[src/rtl/rgb_seq_monitor_if.sv]
// Purpose : groups the observed colour lines, the error-clear control and the
//           monitor's status outputs into one bundle for rgb_seq_monitor.
// Ports   : red/green/blue/clear_err (into the monitor); press_seen, seq_done,
//           err_pulse, err_flag, err_code, seq_count (out of the monitor).
// Macro   : RGB_MON_ERRCNT_EN adds err_count to the bundle.
interface rgb_seq_monitor_if #(
  parameter int COUNT_W = 8
);
  logic               red;
  logic               green;
  logic               blue;
  logic               clear_err;
  logic               press_seen;
  logic               seq_done;
  logic               err_pulse;
  logic               err_flag;
  logic [1:0]         err_code;
  logic [COUNT_W-1:0] seq_count;
`ifdef RGB_MON_ERRCNT_EN
  logic [COUNT_W-1:0] err_count;
`endif

  // Monitor side: samples the colour lines, drives the status.
  modport slave (
`ifdef RGB_MON_ERRCNT_EN
    output err_count,
`endif
    input  red, green, blue, clear_err,
    output press_seen, seq_done, err_pulse, err_flag, err_code, seq_count
  );

  // Observer side: drives the colour lines, reads the status.
  modport master (
`ifdef RGB_MON_ERRCNT_EN
    input  err_count,
`endif
    output red, green, blue, clear_err,
    input  press_seen, seq_done, err_pulse, err_flag, err_code, seq_count
  );
endinterface

[src/rtl/rgb_seq_monitor.sv]
// Purpose : checks the RGB sequencer outputs against BLANK->RED->GREEN->BLUE->BLANK
//           (one cycle per colour), reporting presses, completed sequences and
//           violations (MULTI over ORDER over STALL).
// Ports   : clk, reset (async, active-high); mon (slave modport) carries
//           red/green/blue/clear_err in and all status outputs back.
// Latency : inputs (including clear_err) are captured at edge N; the resulting
//           status is visible after edge N+1. All outputs registered, reset to 0.
// Macro   : RGB_MON_ERRCNT_EN adds a saturating err_count of err_pulse events.
module rgb_seq_monitor #(
  parameter int COUNT_W = 8
) (
  input  logic               clk,
  input  logic               reset,
  rgb_seq_monitor_if.slave   mon
);

  typedef enum logic [2:0] {
    IDLE    = 3'd0,
    S_RED   = 3'd1,
    S_GREEN = 3'd2,
    S_BLUE  = 3'd3,
    ERROR   = 3'd4
  } state_t;

  localparam logic [1:0] CODE_MULTI = 2'b01;
  localparam logic [1:0] CODE_ORDER = 2'b10;
  localparam logic [1:0] CODE_STALL = 2'b11;
  localparam logic [COUNT_W-1:0] CNT_MAX = {COUNT_W{1'b1}};

  state_t             state, next_state;
  logic [2:0]         in_q;          // {red, green, blue} as captured
  logic               clr_q;
  logic               press_r, done_r, err_pulse_r, err_flag_r;
  logic [1:0]         err_code_r;
  logic [COUNT_W-1:0] seq_count_r;

  logic               is_none, is_r, is_g, is_b, is_multi;
  logic               err_hit, press_nxt, done_nxt;
  logic [1:0]         err_code_nxt;

  // Capture stage: gives every input, clear_err included, the same latency.
  always_ff @(posedge clk or posedge reset) begin
    if (reset) begin
      in_q  <= 3'b000;
      clr_q <= 1'b0;
    end else begin
      in_q  <= {mon.red, mon.green, mon.blue};
      clr_q <= mon.clear_err;
    end
  end

  assign is_none  = (in_q == 3'b000);
  assign is_r     = (in_q == 3'b100);
  assign is_g     = (in_q == 3'b010);
  assign is_b     = (in_q == 3'b001);
  assign is_multi = !is_none && !is_r && !is_g && !is_b;

  always_ff @(posedge clk or posedge reset) begin
    if (reset) state <= IDLE;
    else       state <= next_state;
  end

  always_comb begin
    next_state   = state;
    err_hit      = 1'b0;
    err_code_nxt = 2'b00;
    press_nxt    = 1'b0;
    done_nxt     = 1'b0;
    case (state)
      IDLE: begin
        if (is_r) begin
          next_state = S_RED;
          press_nxt  = 1'b1;
        end else if (is_multi) begin
          err_hit = 1'b1; err_code_nxt = CODE_MULTI;
        end else if (!is_none) begin
          err_hit = 1'b1; err_code_nxt = CODE_ORDER;
        end
      end
      S_RED: begin
        if (is_g)          next_state = S_GREEN;
        else if (is_multi) begin err_hit = 1'b1; err_code_nxt = CODE_MULTI; end
        else if (is_none)  begin err_hit = 1'b1; err_code_nxt = CODE_STALL; end
        else               begin err_hit = 1'b1; err_code_nxt = CODE_ORDER; end
      end
      S_GREEN: begin
        if (is_b)          next_state = S_BLUE;
        else if (is_multi) begin err_hit = 1'b1; err_code_nxt = CODE_MULTI; end
        else if (is_none)  begin err_hit = 1'b1; err_code_nxt = CODE_STALL; end
        else               begin err_hit = 1'b1; err_code_nxt = CODE_ORDER; end
      end
      S_BLUE: begin
        // A blank cycle must separate sequences; any colour here is out of order.
        if (is_none) begin
          next_state = IDLE;
          done_nxt   = 1'b1;
        end else if (is_multi) begin
          err_hit = 1'b1; err_code_nxt = CODE_MULTI;
        end else begin
          err_hit = 1'b1; err_code_nxt = CODE_ORDER;
        end
      end
      ERROR: begin
        // Only a blank recovers; nothing else is reported or starts a sequence.
        if (is_none) next_state = IDLE;
      end
      default: next_state = IDLE;
    endcase
    if (err_hit) next_state = ERROR;
  end

  always_ff @(posedge clk or posedge reset) begin
    if (reset) begin
      press_r     <= 1'b0;
      done_r      <= 1'b0;
      err_pulse_r <= 1'b0;
      err_flag_r  <= 1'b0;
      err_code_r  <= 2'b00;
      seq_count_r <= '0;
    end else begin
      press_r     <= press_nxt;
      done_r      <= done_nxt;
      err_pulse_r <= err_hit;
      // A new error outranks a clear arriving in the same cycle.
      if (err_hit) begin
        err_flag_r <= 1'b1;
        err_code_r <= err_code_nxt;
      end else if (clr_q) begin
        err_flag_r <= 1'b0;
        err_code_r <= 2'b00;
      end
      if (done_nxt && (seq_count_r != CNT_MAX))
        seq_count_r <= seq_count_r + 1'b1;
    end
  end

  assign mon.press_seen = press_r;
  assign mon.seq_done   = done_r;
  assign mon.err_pulse  = err_pulse_r;
  assign mon.err_flag   = err_flag_r;
  assign mon.err_code   = err_code_r;
  assign mon.seq_count  = seq_count_r;

`ifdef RGB_MON_ERRCNT_EN
  logic [COUNT_W-1:0] err_count_r;

  always_ff @(posedge clk or posedge reset) begin
    if (reset)
      err_count_r <= '0;
    else if (err_hit && (err_count_r != CNT_MAX))
      err_count_r <= err_count_r + 1'b1;
  end

  assign mon.err_count = err_count_r;
`endif

endmodule

[src/flat_wrapper.sv]
// flat-port wrapper written by rule: the top's interface ports become plain ports
module rgb_seq_monitor_flat 
#(
  parameter int COUNT_W = 8
)
  (clk, reset, mon_red, mon_green, mon_blue, mon_clear_err, mon_press_seen, mon_seq_done, mon_err_pulse, mon_err_flag, mon_err_code, mon_seq_count);
  rgb_seq_monitor_if #(.COUNT_W(COUNT_W)) mon_i ();
  input  logic clk;
  input  logic reset;
  input wire logic [$bits(mon_i.red)-1:0] mon_red;
  input wire logic [$bits(mon_i.green)-1:0] mon_green;
  input wire logic [$bits(mon_i.blue)-1:0] mon_blue;
  input wire logic [$bits(mon_i.clear_err)-1:0] mon_clear_err;
  output wire logic [$bits(mon_i.press_seen)-1:0] mon_press_seen;
  output wire logic [$bits(mon_i.seq_done)-1:0] mon_seq_done;
  output wire logic [$bits(mon_i.err_pulse)-1:0] mon_err_pulse;
  output wire logic [$bits(mon_i.err_flag)-1:0] mon_err_flag;
  output wire logic [$bits(mon_i.err_code)-1:0] mon_err_code;
  output wire logic [$bits(mon_i.seq_count)-1:0] mon_seq_count;
  assign mon_i.red = mon_red;
  assign mon_i.green = mon_green;
  assign mon_i.blue = mon_blue;
  assign mon_i.clear_err = mon_clear_err;
  assign mon_press_seen = mon_i.press_seen;
  assign mon_seq_done = mon_i.seq_done;
  assign mon_err_pulse = mon_i.err_pulse;
  assign mon_err_flag = mon_i.err_flag;
  assign mon_err_code = mon_i.err_code;
  assign mon_seq_count = mon_i.seq_count;
  rgb_seq_monitor #(.COUNT_W(COUNT_W)) u_core (.clk(clk), .reset(reset), .mon(mon_i));
endmodule
[config.mk]
export PLATFORM = sky130hd
export DESIGN_NAME = rgb_seq_monitor_flat
export DESIGN_NICKNAME = d
export VERILOG_FILES = /design/src/rtl/rgb_seq_monitor_if.sv /design/src/rtl/rgb_seq_monitor.sv /design/src/flat_wrapper.sv
export SDC_FILE = /design/constraint.sdc
export NUM_CORES = 1
export LEC_CHECK = 0
export ABC_AREA = 0
export CAP_MARGIN = 10
export CORE_MARGIN = 1
export CORE_UTILIZATION = 45
export DETAILED_ROUTE_END_ITERATION = 10
export PLACE_DENSITY_LB_ADDON = 0.2
export SLEW_MARGIN = 20
export SYNTH_ARGS = -nofsm -noshare
export SYNTH_HDL_FRONTEND = slang
export SYNTH_SLANG_ARGS = --single-unit
[constraint.sdc]
create_clock -name clk -period 1.6 [get_ports clk]
set_clock_uncertainty 0.1 [all_clocks]
set_input_delay 0.16 -clock clk [delete_from_list [all_inputs] [get_ports clk]]
set_output_delay 0.16 -clock clk [all_outputs]
set_load 0.1 [all_outputs]
# ---- After elaboration in Yosys (flattened, before gate mapping)
# Cells that the tools add are included.
dict set report totals {
  input_bits 6
  output_inout_bits 14
  ff_bits 21
  wordCells 65
}
dict set report classes {
  n_mux 30
  reduce_logical 13
  eq_ne 12
  add_sub_neg 1
}
# operator count
set op_table {}
lappend op_table {{$mux W2} 10}
lappend op_table {{$mux W3} 5}
lappend op_table {{$mux W1} 12}
lappend op_table {{$ne A3 B1 Y1 const B} 4}
lappend op_table {{$pmux W3 S4} 1}
lappend op_table {{$eq A3 B2 Y1 const B} 3}
lappend op_table {{$add A8 B1 Y8 const B} 1}
lappend op_table {{$ne A8 B8 Y1 const B} 1}
lappend op_table {{$pmux W2 S4} 1}
lappend op_table {{$eq A3 B1 Y1 const B} 2}
lappend op_table {{$eq A3 B3 Y1 const B} 2}
lappend op_table {{$logic_not A3 Y1} 2}
lappend op_table {{$logic_and A1 B1 Y1} 4}
lappend op_table {{$logic_not A1 Y1} 4}
lappend op_table {{$pmux W1 S4} 1}
lappend op_table {{$reduce_and A4 Y1} 1}
lappend op_table {{$reduce_bool A2 Y1} 1}
lappend op_table {{$reduce_or A2 Y1} 1}

# ---- Depth between registers and ports, before layout
dict set report depth {
  word_depth 10
  ltp_mapped 6
  mapped_depth_nobuf 5
}

# ---- Least setup slack after synthesis
# Ideal clock, no wire load.
dict set report synth_path {
  kind {flip-flop to flip-flop}
  startpoint {register u_core.seq_count_r[3], in the netlist u_core.mon.seq_count[3]}
  endpoint {register u_core.seq_count_r[7], in the netlist u_core.mon.seq_count[7]}
  required_time_ns 1.374
  n_path_buf 0
  stages_incl_launch_ff 5
  setup_slack_ns -0.596
  setup_time_ns 0.126
  synth_period_minus_slack_ns 2.196
  t_arrival_ns 1.970
  cell_sequence {dfrtp_1 > and4_1 > nand2_1 > nor3_1 > mux2_2}
}
dict set report synth_via {
  elab_chain_cells 2
}
# element line_no
set synth_lines {}
lappend synth_lines {{start, declared} rgb_seq_monitor.sv:35} ;# logic [COUNT_W-1:0] seq_count_r;
lappend synth_lines {{start signal, assigned} rgb_seq_monitor.sv:133} ;# seq_count_r <= seq_count_r + 1'b1;
lappend synth_lines {{parallel branches: the longest is 2 deep, another holds $add A8 B1 Y8} -}
# Several ways; the timed one is not identified.
# A chain may end at the register's enable or synchronous reset.

# ---- Worst setup path after layout
dict set report layout_path {
  startpoint {register u_core.state[2]}
  endpoint {register u_core.seq_count_r[4], in the netlist u_core.mon.seq_count[4]}
}
dict set report layout_via {
  elab_chain_cells 3
}
# element line_no
set layout_lines {}
lappend layout_lines {{start, declared} rgb_seq_monitor.sv:30} ;# state_t state, next_state;
lappend layout_lines {{start signal, assigned} rgb_seq_monitor.sv:60} ;# else state <= next_state;
lappend layout_lines {{$eq A3 B2 Y1} rgb_seq_monitor.sv:69} ;# case (state)
lappend layout_lines {{$mux W1} rgb_seq_monitor.sv:69}
lappend layout_lines {{via u_core.done_nxt} rgb_seq_monitor.sv:38} ;# logic err_hit, press_nxt, done_nxt;
lappend layout_lines {{$logic_and A1 B1 Y1} rgb_seq_monitor.sv:132} ;# if (done_nxt && (seq_count_r != CNT_MAX))
# The timed path passes the listed nets, and every way through them passes these cells.

==> metrics.csv <==
stage;metric;value;unit
worst_setup_path;required;1710;ps
worst_setup_path;critPathLaunchType;register;
placement;place_congestion;0.787;
hold_path;hold_path.class;input port to asynchronous set/reset pin;
worst_setup_path;rr_startpoint;u_core.state[2]$_DFFE_PP0P_;
logic_synthesis;synth.distinct_cells;42;
worst_setup_path;r2r-end;u_core.mon.seq_count[4]$_DFFE_PP0P_;
timing;rsz0062_at_grt;yes;
global_route;grt_overflow_total;0;
logic_synthesis;avgSynthCellArea;11.3;µm²
worst_setup_path;crit_slowest_cell;dfrtp_1;
timing;fmax;599;MHz
placement;place.port_buffers;19;
logic_synthesis;yosys.area.top_type;dfrtp_1;
power;power.total;1.04;mW
finish;area_growth;58.6;%
finish;antennaDiodeCount;0;
clock_tree;cts_root_buf;clkbuf_4;
run_status;violations;negative setup slack;
worst_setup_path;critical_path.endpoint;u_core.mon.seq_count[4]$_DFFE_PP0P_;
worst_setup_path;max_stage_delay;430;ps
clock_tree;cts_hold_buffers;0;
clock_tree;clockBufferDepth;2;
die;die_h;50.3;µm
logic_synthesis;ys_ff_latch;21;
worst_setup_path;worstPathArrival;1780;ps
finish;final_area;1660;µm²
logic_synthesis;synth_top_area_share;50.1;%
logic_synthesis;yosys_most_used_dff;dfrtp_1;
power;cellPowerDensity;624;nW/µm²
timing;fin_crit;1670;ps
routing;vias_per_cell;5.59;
worst_setup_path;r2r.worst_path.cells;5;
clock_tree;cts-buffers-inserted;3;
worst_setup_path;critPathKind;register to register;
run;cap_viol_max_count;0;
die;core_area;2210;µm²
clock_tree;cts_setup_buffers;0;
worst_setup_path;startpoint;u_core.state[2]$_DFFE_PP0P_;
clock_tree;clkTransAtPathRegs;120;ps
worst_setup_path;path_buf_inv;1;
global_route;antenna_found_initial;0;
worst_setup_path;crit_family;simple AND/OR/NAND/NOR gates;
global_route;grt_max_degree;22;
power;vdd_drop_max;0.736;mV
logic_synthesis;seq_area_frac_synth;50.1;%
timing;whs;56.4;ps
global_route;grt_pass1_wl;4190;µm
timing;fin_crit_sh;104;%
timing;worst_pin_slew;380;ps
clock_tree;cts_htree_levels;1;
global_route;grt_pass1_vias;917;
die;rows;17;
worst_setup_path;crit_path_end_kind;register;
logic_synthesis;synth.net_count;100;
worst_setup_path;crit_fanout;5;
routing;num_vias;867;
logic_synthesis;ys_top_cells_by_area;dfrtp_1 50%, xor2_1 3.3%, a2111oi_2 2.9%, nor3_1 2.4%, mux2_2 2.1%;
die;initial_core_util;47.4;%
logic_synthesis;syn_area;1050;µm²
routing;drt_iter0_drc;10;
timing;finalHoldViolations;0;
finish;drive_gt1_share;47.2;%
finish;final_nets;135;
timing;slew_headroom;74.5;%
timing;fin_ws;-70.7;ps
logic_synthesis;synth_edf_count;0;
logic_synthesis;async_flop_share;100;%
global_route;grtUsageTotal;22.5;%
routing;routed_wl;2350;µm
die;num_io_pins;20;
placement;placed_area;1580;µm²
placement;dp_hpwl;1790;µm
worst_setup_path;worst-path-stages;5;
logic_synthesis;syn_inst;93;
clock_tree;cts_sinks;21;
worst_setup_path;path_cells;nor4_4 > nand3_4 > inv_2 > nand4_1 > mux2_4;
run_status;status;complete, but fails checks;
routing;wl_per_cell;15.1;µm
routing;ant_nets;0;
routing;first_pass_iters;5;
finish;fin_util;75.2;%
timing;slew_viol_final;0;
logic_synthesis;yosysWarnings;0;
die;die_x;50.3;µm
worst_setup_path;rrSetupSlack;-70;ps
clock_tree;cts_tree;done;
timing;setup_viol;5;
routing;drcViolationCount;0;
clock_tree;clk_latency;310;ps
die;dieArea;2530;µm²
power;leakage;0.683;nW
## layout by cell type, fill, tap and decap left out, types with 2 or more instances in the layout
master	n
nor2b_1	2
buf_12	14
clkdlybuf4s50_1	5
a2111oi_4	3
clkbuf_4	3
a31oi_1	2
nand2_1	5
dfrtp_1	13
buf_4	16
xor2_1	4
dfrtp_4	6
a21oi_1	3
inv_1	5
xnor2_1	2
nand3_1	3
mux2_4	2
o32ai_1	2
nor3_1	4
nor4_4	2
dfrtp_2	2
## cells by family after synthesis
kind of cell | after synthesis | share of synthesized area [%]
buffers and inverters | 12 | 5.49
muxes | 3 | 3.22
xor gates and xnor gates | 6 | 5.01
DFF | 21 | 50.1
and+or+nand+nor | 31 | 20.3
AOI/OAI and AO/OA | 18 | 13.7
adders and majority gates | 2 | 2.15
## final cells by class
cell class                 instances  area, µm²
multi-input combinational         60        566
sequential                        21        551
fill                             146        549
timing repair buffer              36        462
tap                               28       35.0
clock buffer                       3       22.5
inverter                           6       22.5
clock inverter                     1       5.00
## routing by layer
metal  vias to the layer above  share of wire (%)  track usage, %
met5                         -                  0               0
met4                         0                1.7            10.0
met3                         5                3.7            4.55
met2                        24                 55            38.9
met1                       427                 39            26.5
li1                        411                  -               -
## sequential cells by signal, summed over array words and instances, names as in the netlist
| signal | cells |
|---|---|
| u_core.clr_q | 1 |
| u_core.in_q | 3 |
| u_core.mon.err_code | 2 |
| u_core.mon.err_flag | 1 |
| u_core.mon.err_pulse | 1 |
| u_core.mon.press_seen | 1 |
| u_core.mon.seq_count | 8 |
| u_core.mon.seq_done | 1 |
| u_core.state | 3 |
## through the flow
| stage | cells | setup WS (ps) | TNS, ps |
|---|---|---|---|
| detailed placement | 151 | -80.4 | -185 |
| finish | 155 | -70.7 | -161 |
| floorplan | 93 | -150 | -601 |
| CTS | 155 | -87.5 | -228 |
| global route | 155 | -162 | -914 |
| global placement | 151 | -8.92 | -8.92 |
## synth_stat cells (all sizes together), types with 2 or more instances
master	number
nand3	4
dfrtp	21
buf	5
nor3	5
a2111oi	3
inv	6
o32ai	2
xnor2	2
nor2b	2
a21oi	4
nor4b	2
nor4	4
nand2	5
mux2	3
xor2	4
a31oi	2
## worst min-delay path: cells and delay by family
kind                   cells  cell delay [ps]
buffers and inverters      3              710
## where the power goes
group | switching (mW) | total (mW) | internal [mW]
Combinational | 0.126 | 0.210 | 0.0840
Clock | 0.168 | 0.262 | 0.0935
Sequential | 0.0191 | 0.566 | 0.547
## timing repair
| action | in CTS | in global routing |
|---|---|---|
| pin swaps | 1 | 0 |
| endpoints found under the setup margin | 6 | 12 |
| gates resized for setup | 2 | 6 |
## worst min-delay path by stage
stage / startpoint / end / slack (ps) / depth (start not counted)
2_1_floorplan: reset / u_core.clr_q$_DFF_PP0_ / 40 / 1
3_3_place_gp: u_core.clr_q$_DFF_PP0_ / u_core.mon.err_code[0]$_DFFE_PP0P_ / 360 / 1
3_5_place_dp: u_core.clr_q$_DFF_PP0_ / u_core.mon.err_code[0]$_DFFE_PP0P_ / 390 / 1
4_1_cts: reset / u_core.mon.seq_count[5]$_DFFE_PP0P_ / 70 / 3
5_1_grt: reset / u_core.mon.seq_count[5]$_DFFE_PP0P_ / 130 / 3
6_report: reset / u_core.clr_q$_DFF_PP0_ / 60 / 3
No activity file was read; power rests on OpenSTA's default activity.
